[src/rtl/apple_gen_if.sv]
// Snake-controller side of the apple generator: game state and head position
// in, growth request, apple position and score out.
interface apple_gen_if;
    logic [2:0] Game_status;
    logic [5:0] Head_x;
    logic [5:0] Head_y;
    logic       Body_add_sig;
    logic [5:0] Apple_x;
    logic [5:0] Apple_y;
    logic       Apple_valid;
    logic [3:0] Score;

    // Snake controller / game logic drives the head and game state
    modport master (
        output Game_status, Head_x, Head_y,
        input  Body_add_sig, Apple_x, Apple_y, Apple_valid, Score
    );

    // Apple generator consumes the head and game state
    modport slave (
        input  Game_status, Head_x, Head_y,
        output Body_add_sig, Apple_x, Apple_y, Apple_valid, Score
    );
endinterface

[src/rtl/apple_gen.sv]
// Apple (food) generator for the Snake game: places an apple on a random
// playfield cell, detects the head eating it, requests one segment of growth
// as a held level, keeps a saturating score and flags the apple pixel for VGA.
module apple_gen #(
    parameter logic [15:0] SEED        = 16'hACE1,
    parameter int unsigned HOLD_CYCLES = 16,
    parameter int unsigned MAX_SCORE   = 13
) (
    input  logic       Clk_50mhz,
    input  logic       Rst_n,
    apple_gen_if.slave game,
    input  logic [9:0] Pixel_x,
    input  logic [9:0] Pixel_y,
    output logic       Apple_pix
);

    typedef enum logic [1:0] {
        PLACE,
        ACTIVE,
        EATEN
    } state_t;

    state_t      state;
    state_t      state_n;

    logic [15:0] lfsr;
    logic [5:0]  apple_x;
    logic [5:0]  apple_y;
    logic        apple_valid;
    logic        body_add;
    logic [3:0]  score;
    logic [7:0]  hold_cnt;

    logic [5:0]  cand_x;
    logic [5:0]  cand_y;
    logic        cand_ok;
    logic        st_play;
    logic        st_end;
    logic        head_hit;
    logic        do_place;
    logic        do_eat;
    logic        do_release;

    // Non-one-hot codes decode as neither PLAY nor END, i.e. behave as START
    assign st_play  = (game.Game_status == 3'b010);
    assign st_end   = (game.Game_status == 3'b100);

    assign cand_x   = lfsr[5:0];
    assign cand_y   = {1'b0, lfsr[12:8]};
    assign cand_ok  = (cand_x >= 6'd1) && (cand_x <= 6'd38) &&
                      (cand_y >= 6'd1) && (cand_y <= 6'd28) &&
                      !((cand_x == game.Head_x) && (cand_y == game.Head_y));
    assign head_hit = (game.Head_x == apple_x) && (game.Head_y == apple_y);

    // Free-running Fibonacci LFSR, taps 16,14,13,11; non-zero seed keeps it off zero
    always_ff @(posedge Clk_50mhz or negedge Rst_n) begin
        if (!Rst_n) begin
            lfsr <= SEED;
        end else begin
            lfsr <= {lfsr[14:0], lfsr[15] ^ lfsr[13] ^ lfsr[12] ^ lfsr[10]};
        end
    end

    // FSM state register
    always_ff @(posedge Clk_50mhz or negedge Rst_n) begin
        if (!Rst_n) begin
            state <= PLACE;
        end else begin
            state <= state_n;
        end
    end

    // Next-state decode; END overrides every state
    always_comb begin
        state_n    = state;
        do_place   = 1'b0;
        do_eat     = 1'b0;
        do_release = 1'b0;
        if (st_end) begin
            state_n = PLACE;
        end else begin
            case (state)
                PLACE: begin
                    if (cand_ok) begin
                        state_n  = ACTIVE;
                        do_place = 1'b1;
                    end
                end
                ACTIVE: begin
                    if (st_play && head_hit) begin
                        state_n = EATEN;
                        do_eat  = 1'b1;
                    end
                end
                EATEN: begin
                    if (hold_cnt == '0) begin
                        state_n    = PLACE;
                        do_release = 1'b1;
                    end
                end
                default: state_n = PLACE;
            endcase
        end
    end

    // Apple position, growth request, hold counter and score
    always_ff @(posedge Clk_50mhz or negedge Rst_n) begin
        if (!Rst_n) begin
            apple_x     <= '0;
            apple_y     <= '0;
            apple_valid <= 1'b0;
            body_add    <= 1'b0;
            score       <= '0;
            hold_cnt    <= '0;
        end else if (st_end) begin
            apple_valid <= 1'b0;
            body_add    <= 1'b0;
            score       <= '0;
        end else begin
            if (do_place) begin
                apple_x     <= cand_x;
                apple_y     <= cand_y;
                apple_valid <= 1'b1;
            end
            if (do_eat) begin
                body_add    <= 1'b1;
                apple_valid <= 1'b0;
                hold_cnt    <= 8'(HOLD_CYCLES - 1);
                score       <= (score < 4'(MAX_SCORE)) ? score + 4'd1 : 4'(MAX_SCORE);
            end
            if (do_release) begin
                body_add <= 1'b0;
            end else if (state == EATEN) begin
                hold_cnt <= hold_cnt - 8'd1;
            end
        end
    end

    assign game.Apple_x      = apple_x;
    assign game.Apple_y      = apple_y;
    assign game.Apple_valid  = apple_valid;
    assign game.Body_add_sig = body_add;
    assign game.Score        = score;

    // 16x16 pixel cells; the visible-area bounds keep blanking from aliasing onto the grid
    assign Apple_pix = apple_valid &&
                       (Pixel_x < 10'd640) && (Pixel_y < 10'd480) &&
                       (Pixel_x[9:4] == apple_x) && (Pixel_y[9:4] == apple_y);

endmodule
[src/flat_wrapper.sv]
// flat-port wrapper written by rule: the top's interface ports become plain ports
module apple_gen_flat 
#(
    parameter logic [15:0] SEED        = 16'hACE1,
    parameter int unsigned HOLD_CYCLES = 16,
    parameter int unsigned MAX_SCORE   = 13
)
  (Clk_50mhz, Rst_n, Pixel_x, Pixel_y, Apple_pix, game_Game_status, game_Head_x, game_Head_y, game_Body_add_sig, game_Apple_x, game_Apple_y, game_Apple_valid, game_Score);
  apple_gen_if game_i ();
  input  logic Clk_50mhz;
  input  logic Rst_n;
  input  logic [9:0] Pixel_x;
  input  logic [9:0] Pixel_y;
  output logic Apple_pix;
  input wire logic [$bits(game_i.Game_status)-1:0] game_Game_status;
  input wire logic [$bits(game_i.Head_x)-1:0] game_Head_x;
  input wire logic [$bits(game_i.Head_y)-1:0] game_Head_y;
  output wire logic [$bits(game_i.Body_add_sig)-1:0] game_Body_add_sig;
  output wire logic [$bits(game_i.Apple_x)-1:0] game_Apple_x;
  output wire logic [$bits(game_i.Apple_y)-1:0] game_Apple_y;
  output wire logic [$bits(game_i.Apple_valid)-1:0] game_Apple_valid;
  output wire logic [$bits(game_i.Score)-1:0] game_Score;
  assign game_i.Game_status = game_Game_status;
  assign game_i.Head_x = game_Head_x;
  assign game_i.Head_y = game_Head_y;
  assign game_Body_add_sig = game_i.Body_add_sig;
  assign game_Apple_x = game_i.Apple_x;
  assign game_Apple_y = game_i.Apple_y;
  assign game_Apple_valid = game_i.Apple_valid;
  assign game_Score = game_i.Score;
  apple_gen #(.SEED(SEED), .HOLD_CYCLES(HOLD_CYCLES), .MAX_SCORE(MAX_SCORE)) u_core (.Clk_50mhz(Clk_50mhz), .Rst_n(Rst_n), .game(game_i), .Pixel_x(Pixel_x), .Pixel_y(Pixel_y), .Apple_pix(Apple_pix));
endmodule
[config.mk]
export PLATFORM = sky130hd
export DESIGN_NAME = apple_gen_flat
export DESIGN_NICKNAME = d
export VERILOG_FILES = /design/src/rtl/apple_gen_if.sv /design/src/rtl/apple_gen.sv /design/src/flat_wrapper.sv
export SDC_FILE = /design/constraint.sdc
export NUM_CORES = 1
export LEC_CHECK = 0
export ABC_AREA = 0
export BUFFER_PORTS_ARGS = -buffer_cell sky130_fd_sc_hd__buf_2
export CAP_MARGIN = 10
export CORE_ASPECT_RATIO = 1.1
export CORE_MARGIN = 1.5
export CORE_UTILIZATION = 45
export DETAILED_ROUTE_END_ITERATION = 16
export PLACE_DENSITY = 0.68
export SKIP_LAST_GASP = 1
export SLEW_MARGIN = 20
export SYNTH_ARGS = -nofsm -noshare
export SYNTH_HDL_FRONTEND = slang
export SYNTH_SLANG_ARGS = --single-unit
[constraint.sdc]
create_clock -name Clk_50mhz -period 2.15 [get_ports Clk_50mhz]
set_input_delay 0.215 -clock Clk_50mhz [delete_from_list [all_inputs] [get_ports Clk_50mhz]]
set_output_delay 0.215 -clock Clk_50mhz [all_outputs]
set_load 0.05 [all_outputs]
==> results.json, run 1 <==
{
  "status": "completed",
  "rsz0062_at_grt": "no",
  "dp_hpwl_um": 3580,
  "diodes": 0,
  "slew_viol_final": 0,
  "post-cts-setup-buffers": 0,
  "fp.dieW_um": 70.3,
  "drive_above_1_share": 0.340,
  "vias": 1652,
  "antenna_found_initial": 0,
  "start_kind": "register",
  "crit_path_end_kind": "register",
  "clk_pin_slew_ns": 0.08,
  "synth_cells": 199,
  "start_util": 0.476,
  "cap_violations": 0,
  "wl_um": 4750,
  "ctsRootBufferMaster": "clkbuf_8",
  "drc": 0,
  "port_buffers": 46,
  "fin_crit_sh": 0.939,
  "core-area_sq_mm": 0.00472,
  "seq_area_frac_synth": 0.484,
  "setup_ws_ns": 0.132,
  "nNetsFinal": 295,
  "synth_area_sq_mm": 0.00224,
  "vdd_ir_drop_max_mv": 0.474,
  "cp-startpoint": "u_core.lfsr[5]",
  "async_flop_share": 1.00,
  "drtIter0Drc": 98,
  "cp.required_ns": 2.34,
  "wl_per_cell_um": 15.2,
  "place_ws_ns": 0.152,
  "critPathMaxFanout": 11,
  "skew_ns": 0.00533,
  "place_congestion": 0.818,
  "setup_tns_ns": 0,
  "cts_tree": "yes",
  "min_period_ns": 2.02,
  "syn_avg_cell_area_sq_um": 11.3,
  "ys_ff_latch": 43,
  "fmax_mhz": 495,
  "synth_top_area_frac": 0.390,
  "synth_cell_types": 44,
  "clock_path_buffers": 2,
  "ys_top_cells_by_area": "dfrtp_1, dfstp_2, xnor2_1",
  "power.density_mw_per_mm2": 613,
  "setup.worst_path.class": "register to register",
  "synth_edf_count": 0,
  "r2r_end": "u_core.game.Apple_x[3]",
  "grt_pass1_wl_um": 8220,
  "cp-endpoint": "u_core.game.Apple_x[3]",
  "num_io_pins": 56,
  "ys.flop_type": "dfrtp_1",
  "grt_max_degree": 44,
  "floorplan.rows": 26,
  "insertion_delay_ns": 0.30,
  "vias_per_cell": 5.29,
  "cts_htree_levels": 2,
  "grt_usage": 0.195,
  "reg2reg_slack_ns": 0.13,
  "netlist.top_cell.by_area": "dfrtp_1",
  "finalSetupViolCount": 0,
  "cts_buffers": 5,
  "hold_viol": 0,
  "first_pass_iters": 4,
  "fill_cells": 413,
  "final_core_util": 0.577,
  "ant_nets": 0,
  "reg2reg_from": "u_core.lfsr[5]",
  "cts.sinks": 43,
  "r2r_cells": 6,
  "hp-class": "input pin to register",
  "synth_nets": 239,
  "max-slew-margin-rel": 0.561,
  "yosysWarnings": 0,
  "syn_to_final_growth_pct": 21.3,
  "cellLeakagePower_uw": 0.00130,
  "fp.dieH_um": 77.1,
  "grt_pass1_vias": 1634,
  "overflow": 0,
  "critPathArrivalTime_ns": 2.21,
  "worst_pin_slew_ns": 0.656,
  "fp.dieArea_sq_mm": 0.00542
}
[per-layer routing]
metal | vias up | global-route usage | wire [um] | part of all wire
met5 | - | 0 | 0 | 0
met4 | 0 | 0.0577 | 60 | 0.013
met3 | 5 | 0.0355 | 152 | 0.032
met2 | 32 | 0.308 | 2240 | 0.47
met1 | 789 | 0.274 | 2300 | 0.48
li1 | 826 | - | - | -
[where the power goes]
part	internal (uW)	switching (uW)	total [uW]
Sequential	838	30.9	869
Combinational	74.9	95.1	170
Clock	346	284	630
Total	1260	410	1670
[layout make-up]
| type | instances | area [sq um] | share of cell area |
|---|---|---|---|
| multi-input cells | 145 | 1120 | 0.411 |
| inverters | 8 | 30.0 | 0.0110 |
| clock inverters | 3 | 43.8 | 0.0161 |
| clock buffers | 5 | 68.8 | 0.0253 |
| well taps | 56 | 70.1 | 0.0257 |
| repair buffers | 52 | 303 | 0.111 |
| flip-flops and latches | 43 | 1090 | 0.399 |
[critical path: stages, from the launching register on]
cell	delay, ns
dfstp_2	0.61
nor4_1	0.09
a211o_1	0.31
a211oi_2	0.29
nand3_2	0.13
buf_12	0.18
mux2_4	0.29
[flip-flops by register name, summed over array words and instances (netlist names)]
register and count:
u_core.hold_cnt 8, u_core.game.Apple_x 6, u_core.game.Score 4, u_core.game.Apple_y 5, u_core.game.Apple_valid 1, u_core.lfsr 16
u_core.state 2, u_core.game.Body_add_sig 1
[cell usage after synthesis, drive strengths merged (2+ instances only)]
cell type  number
inv             8
nand2          12
nor3            6
nand2b          4
a211o           2
nand4           5
nor3b           2
a211oi          2
nor4            8
dfrtp          35
xor2           12
xnor2          22
nor2            9
mux2           12
dfstp           8
nand3           5
o31ai           2
buf             3
or4             2
a21oi          10
o21ai          10
ha              3
[through the flow]
stage | cell area [sq um] | hold WS, ns | power (uW) | std cells
CTS | 2720 | 0.275 | 1690 | 312
floorplan | 2260 | -0.0806 | 975 | 199
global route | 2720 | 0.323 | 1750 | 312
global placement | 2600 | 0.316 | 1050 | 303
finish | 2720 | 0.273 | 1670 | 312
detailed placement | 2600 | 0.321 | 1060 | 303
[kinds of logic after synthesis]
| kind of cell | synth area share |
|---|---|
| and+or+nand+nor | 0.158 |
| DFF | 0.484 |
| AOI/OAI and AO/OA | 0.100 |
| xor gates and xnor gates | 0.133 |
| muxes | 0.0814 |
| buffers and inverters | 0.0251 |
| adders and majority gates | 0.0167 |
| other | 0.00167 |
[placed cells by master (no fill, tap or decap), types with 2 or more instances in the layout]
| cell type | Yosys | final |
|---|---|---|
| xor2_1 | 12 | 12 |
| buf_4 | 2 | 3 |
| xnor2_1 | 22 | 22 |
| o21ai_0 | 10 | 10 |
| a211oi_2 | 2 | 2 |
| o31ai_1 | 2 | 2 |
| mux2_2 | 2 | 2 |
| dfstp_2 | 8 | 8 |
| buf_2 | 0 | 46 |
| nor4_1 | 7 | 7 |
| buf_12 | 0 | 2 |
| dfrtp_1 | 35 | 35 |
| or4_1 | 2 | 2 |
| nor3_1 | 6 | 6 |
| nand3_1 | 4 | 4 |
| nand2_1 | 12 | 12 |
| ha_1 | 3 | 3 |
| mux2_4 | 10 | 10 |
| clkbuf_8 | 0 | 5 |
| a211o_1 | 2 | 2 |
| nand2b_1 | 4 | 4 |
| inv_1 | 8 | 8 |
| nor2_1 | 9 | 9 |
| a21oi_1 | 10 | 10 |
| nand4_1 | 5 | 5 |
[what timing repair did]
item / CTS / global route
hold buffers: 1 / 0
hold endpoints to repair: 22 / 0
gates resized for setup: 0 / 0
endpoints found under the setup margin: 0 / 1
[how the worst min path moves through the flow]
stage / slack (ns) / end / depth (start not counted) / from
finish: 0.27 / u_core.state[0] / 3 / game_Game_status[1]
global route: 0.32 / u_core.state[0] / 3 / game_Game_status[1]
CTS: 0.27 / u_core.state[0] / 3 / game_Game_status[1]
detailed placement: 0.32 / u_core.game.Apple_y[0] / 2 / Rst_n
global placement: 0.32 / u_core.game.Apple_y[2] / 2 / Rst_n
floorplan: -0.08 / u_core.game.Apple_valid / 0 / Rst_n
Power figures use the tool's default switching activity.
==> inputs of run 2 (changes only) <==
==> constraint.sdc (replaced) <==
create_clock -name Clk_50mhz -period 2.1 [get_ports Clk_50mhz]
set_input_delay 0.42 -clock Clk_50mhz [delete_from_list [all_inputs] [get_ports Clk_50mhz]]
set_output_delay 0.42 -clock Clk_50mhz [all_outputs]
set_load 0.05 [all_outputs]
==> run 2 against run 1 <==
Worst hold slack got worse by 0.081 ns. Combinational power increased by 7%. Die area unchanged. Non-clock buffer count increased by 11. Critical endpoint is now Apple_pix.
==> results.json, run 2 (same netlist as run 1, synthesis figures left out) <==
{
  "overflow": 0,
  "regMostFlops": "u_core.lfsr",
  "fp.dieArea_sq_mm": 0.00542,
  "nNetsFinal": 306,
  "dpl_cell_area_sq_mm": 0.00263,
  "vdd_ir_drop_max_mv": 0.323,
  "start_util": 0.476,
  "max-slew-margin-rel": 0.492,
  "drive_above_1_share": 0.431,
  "cellLeakagePower_uw": 0.00135,
  "grt_pass1_wl_um": 8200,
  "place_congestion": 0.844,
  "insertion_delay_ns": 0.29,
  "cts_buffers": 5,
  "grt_pass1_vias": 1649,
  "fp.dieH_um": 77.1,
  "dp_hpwl_um": 3720,
  "syn_to_final_growth_pct": 26.7,
  "reg2reg_from": "u_core.lfsr[5]",
  "clock_path_buffers": 2,
  "num_io_pins": 56,
  "drc": 0,
  "path_cells": "xnor2_2, nand4_1, a2111oi_4, buf_6",
  "first_pass_iters": 4,
  "hp-class": "input pin to async pin",
  "diodes": 0,
  "skew_ns": 0.00661,
  "grt_max_degree": 36,
  "clk_pin_slew_ns": 0.09,
  "drtIter0Drc": 112,
  "rsz0062_at_grt": "yes",
  "wl_per_cell_um": 15.5,
  "antenna_found_initial": 0,
  "fp.dieW_um": 70.3,
  "cts.sinks": 43,
  "cts_tree": "yes",
  "core-area_sq_mm": 0.00472,
  "reg2reg_slack_ns": 0.10,
  "crit_path_top_delay_cell": "dfrtp_2",
  "hold_buffers": 0,
  "ctsRootBufferMaster": "clkbuf_8",
  "vias_per_cell": 5.35,
  "design_area_sq_mm": 0.00284,
  "final_cell_mix": "buf_2, dfrtp_1, xnor2_1",
  "hold_viol": 0,
  "fin_crit_sh": 0.972,
  "setup.worst_path.class": "register to output port",
  "setup_tns_ns": 0,
  "worst_pin_slew_ns": 0.761,
  "ant_nets": 0,
  "floorplan.rows": 26,
  "crit_path_end_kind": "output port",
  "start_kind": "register",
  "max_stage_delay_ns": 0.46,
  "fmax_mhz": 490,
  "port_buffers": 46,
  "cp.required_ns": 1.68,
  "critPathArrivalTime_ns": 1.62,
  "critPathMaxFanout": 5,
  "status": "completed",
  "grt_usage": 0.193,
  "r2r_end": "u_core.game.Apple_y[0]",
  "fill_cells": 408,
  "slew_viol_final": 0,
  "cts_htree_levels": 2,
  "largest_reg_flops": 16,
  "cap_violations": 0,
  "layout_commonest_cell": "buf_2",
  "r2r_cells": 6,
  "wl_um": 5010,
  "vias": 1727,
  "min_period_ns": 2.04,
  "finalSetupViolCount": 0,
  "power.density_mw_per_mm2": 562
}
==> run 2: changes by cell type in the layout (fill, tap and decap cells not counted) <==
| cell | change |
|---|---|
| buf_6 | +1 |
| bufinv_16 | -1 |
| dfrtp_1 | -10 |
| clkinvlp_4 | +2 |
| clkinv_4 | -1 |
| xnor2_2 | +6 |
| buf_2 | -1 |
| dfrtp_2 | +10 |
| xnor2_1 | -6 |
| dlygate4sd3_1 | -1 |
| buf_4 | +12 |
==> run 2: critical path: cells and delay by family (launching register included) <==
kind                   cells  cell delay [ns]
buffers and inverters      1             0.21
flip-flops                 1             0.46
XOR/XNOR                   1             0.17
AO/OA/AOI/OAI              1             0.32
AND/OR/NAND/NOR            1             0.17
==> run 2: routing by layer <==
metal,global-route usage,up-vias,part of all wire
met5,0,-,0
met4,0.0462,0,0.0064
met3,0.0368,4,0.027
met2,0.301,29,0.50
met1,0.278,851,0.46
li1,-,843,-
==> run 2: where the power goes <==
| part | total [uW] | internal [uW] | switching [uW] | leakage, uW |
|---|---|---|---|---|
| combinational | 182 | 80.0 | 102 | 0.000778 |
| clock | 523 | 232 | 292 | 0.0000402 |
| sequential | 892 | 858 | 34.3 | 0.000532 |
| total | 1600 | 1170 | 428 | 0.00135 |
==> run 2: how the worst max path moves through the flow <==
stage / startpoint / endpoint / slack [ns] / cells after the start
detailed placement: game_Head_y[5] / u_core.game.Score[2] / 0.08 / 7
CTS: u_core.game.Apple_x[4] / Apple_pix / 0.003 / 4
global route: u_core.game.Apple_y[1] / Apple_pix / -0.03 / 4
global placement: game_Head_y[5] / u_core.game.Score[2] / 0.06 / 7
floorplan: u_core.game.Apple_x[3] / Apple_pix / 0.007 / 2
finish: u_core.game.Apple_y[1] / Apple_pix / 0.06 / 4
==> run 2: layout make-up <==
type	count	area, sq um	share of cell area
clock buffer	5	68.8	0.0242
clock inverter	3	20.0	0.00705
inverter	8	30.0	0.0106
multi-input combinational	145	1160	0.410
sequential	43	1100	0.387
tap	56	70.1	0.0247
timing repair buffer	63	389	0.137
==> run 2: metrics by stage <==
stage	total power (uW)	utilization	setup WS, ns	hold slack [ns]	cells
finish	1600	0.602	0.0591	0.192	323
global route	1680	0.602	-0.0276	0.239	323
CTS	1610	0.578	0.00312	0.213	314
detailed placement	1080	0.558	0.0826	0.344	306
global placement	1080	0.558	0.0603	0.342	306
floorplan	998	-	0.00672	0.124	199
==> run 2: repair_timing <==
action                                 4_1_cts  5_1_grt
setup endpoints to repair                    1        2
pin swaps                                    0        9
setup buffers                                0        9
gates resized for setup                      2        8
endpoints found under the hold margin        0        0
==> inputs of run 3 (changes only) <==
- PLACE_DENSITY: 0.68 -> 0.69
==> run 3 against run 2 <==
Core utilization grew 0.21 points. Sequential cell count unchanged. Clock power is 28% higher. Largest cell class unchanged. Worst setup slack lost 0.029 ns. Critical path type unchanged. Sequential power about the same. Non-clock buffer count rose by 1. Worst hold slack got worse by 0.16 ns. Maximum frequency is 1.4% lower. Register-to-register slack got worse by 0.02 ns. Total power rose by 9.1%. Sequential share of layout area shrank 0.18 points. Global-route usage shrank 0.13 points.
==> results.json, run 3 (same netlist as run 1, synthesis figures left out) <==
{
  "status": "completed",
  "setup.worst_path.class": "register to output port",
  "fin_crit_sh": 0.986,
  "cts_htree_levels": 2,
  "power.net_switching_uw": 444,
  "clk_pin_slew_ns": 0.10,
  "finalSetupViolCount": 0,
  "fp.dieW_um": 70.3,
  "clkPwrFrac": 0.384,
  "cts_tree": "yes",
  "clock_path_buffers": 2,
  "layout_commonest_cell": "buf_2",
  "insertion_delay_ns": 0.31,
  "p_comb_frac": 0.105,
  "p_int_uw": 1300,
  "ctsRootBufferMaster": "clkbuf_8",
  "hold_viol": 0,
  "power.density_mw_per_mm2": 611,
  "cp.required_ns": 1.68,
  "cts_buffers": 5,
  "grt_pass1_wl_um": 8110,
  "wl_um": 5080,
  "diodes": 0,
  "regMostFlops": "u_core.lfsr",
  "fp.dieArea_sq_mm": 0.00542,
  "r2r_cells": 8,
  "power_frac_seq": 0.511,
  "sw_frac_of_total": 0.255,
  "grt_usage": 0.192,
  "core-area_sq_mm": 0.00472,
  "crit_path_end_kind": "output port",
  "skew_ns": 0.0174,
  "rsz0062_at_grt": "yes",
  "fill_cells": 395,
  "drtIter0Drc": 83,
  "port_buffers": 46,
  "largest_reg_flops": 16,
  "num_io_pins": 56,
  "slew_viol_final": 0,
  "overflow": 0,
  "finalPower_uw": 1740,
  "vdd_ir_drop_max_mv": 0.419,
  "syn_to_final_growth_pct": 27.1,
  "r2r_end": "u_core.game.Score[2]",
  "dp_hpwl_um": 3780,
  "cellLeakagePower_uw": 0.00136,
  "cts.sinks": 43,
  "antenna_found_initial": 0,
  "fmax_mhz": 483,
  "critPathArrivalTime_ns": 1.65,
  "start_kind": "register",
  "cp-startpoint": "u_core.game.Apple_y[2]",
  "multi_input_area_sq_mm": 0.00114,
  "critPathMaxFanout": 4,
  "drive_above_1_share": 0.418,
  "setup_tns_ns": 0,
  "cap_violations": 0,
  "place_congestion": 0.843,
  "seq_area_sq_mm": 0.00110,
  "drc": 0,
  "floorplan.rows": 26,
  "ant_nets": 0,
  "reg2reg_slack_ns": 0.08,
  "grt_pass1_vias": 1733,
  "nNetsFinal": 307,
  "vias_per_cell": 5.32,
  "final_cell_mix": "buf_2, dfrtp_1, xnor2_1",
  "min_period_ns": 2.07,
  "fp.dieH_um": 77.1,
  "vias": 1725,
  "wl_per_cell_um": 15.7,
  "start_util": 0.476,
  "first_pass_iters": 4,
  "grt_max_degree": 19,
  "hp-class": "input pin to async pin",
  "reg2reg_from": "u_core.game.Apple_y[0]"
}
==> run 3: how the worst max path moves through the flow <==
stage / cells past startpoint / slack [ns] / endpoint
after floorplan: 2 / 0.007 / Apple_pix
after global placement: 7 / 0.06 / u_core.game.Score[2]
after detailed placement: 7 / 0.002 / u_core.game.Score[2]
after CTS: 4 / 0.002 / Apple_pix
after global routing: 4 / -0.02 / Apple_pix
final: 4 / 0.03 / Apple_pix
==> run 3: final cells by class <==
| cell class | instances | area share |
|---|---|---|
| multi-input combinational | 145 | 0.400 |
| timing repair buffer | 64 | 0.139 |
| tap | 56 | 0.0246 |
| clock buffer | 5 | 0.0241 |
| sequential | 43 | 0.385 |
| inverter | 8 | 0.0105 |
| clock inverter | 3 | 0.0167 |
==> run 3: power groups by stage <==
stage / Clock (uW) / Sequential [uW] / Combinational (uW)
after CTS: 682 / 890 / 181
after global placement: 0 / 905 / 174
after global routing: 720 / 896 / 207
final: 669 / 891 / 183
after detailed placement: 0 / 905 / 180
after floorplan: 0 / 902 / 96.7
==> run 3: critical path: stages (launching register included) <==
cell,delay (ns)
dfrtp_2,0.44
xnor2_1,0.17
nand4_1,0.19
a2111oi_4,0.33
buf_6,0.21
==> run 3: stage by stage <==
stage	instances	setup WS, ns	utilization	hold WS (ns)	cell area [sq um]
final	324	0.0301	0.605	0.0270	2850
after CTS	318	0.00154	0.590	0.0331	2780
after global placement	309	0.0632	0.563	0.343	2650
after detailed placement	309	0.00238	0.563	0.342	2650
after global routing	324	-0.0244	0.605	0.0532	2850
after floorplan	199	0.00672	-	0.124	2270
==> run 3: what timing repair did <==
action / in CTS / in global routing
gates resized for setup: 2 / 4
hold endpoints to repair: 0 / 0
setup endpoints to repair: 1 / 7
pin swaps: 0 / 5
hold buffers: 0 / 0
setup buffers: 1 / 6
==> run 3: routing by layer <==
layer	up-vias	GRT usage	wire length, um
met5	-	0	0
met4	0	0.0827	114
met3	9	0.0368	158
met2	30	0.310	2450
met1	844	0.249	2350
li1	842	-	-
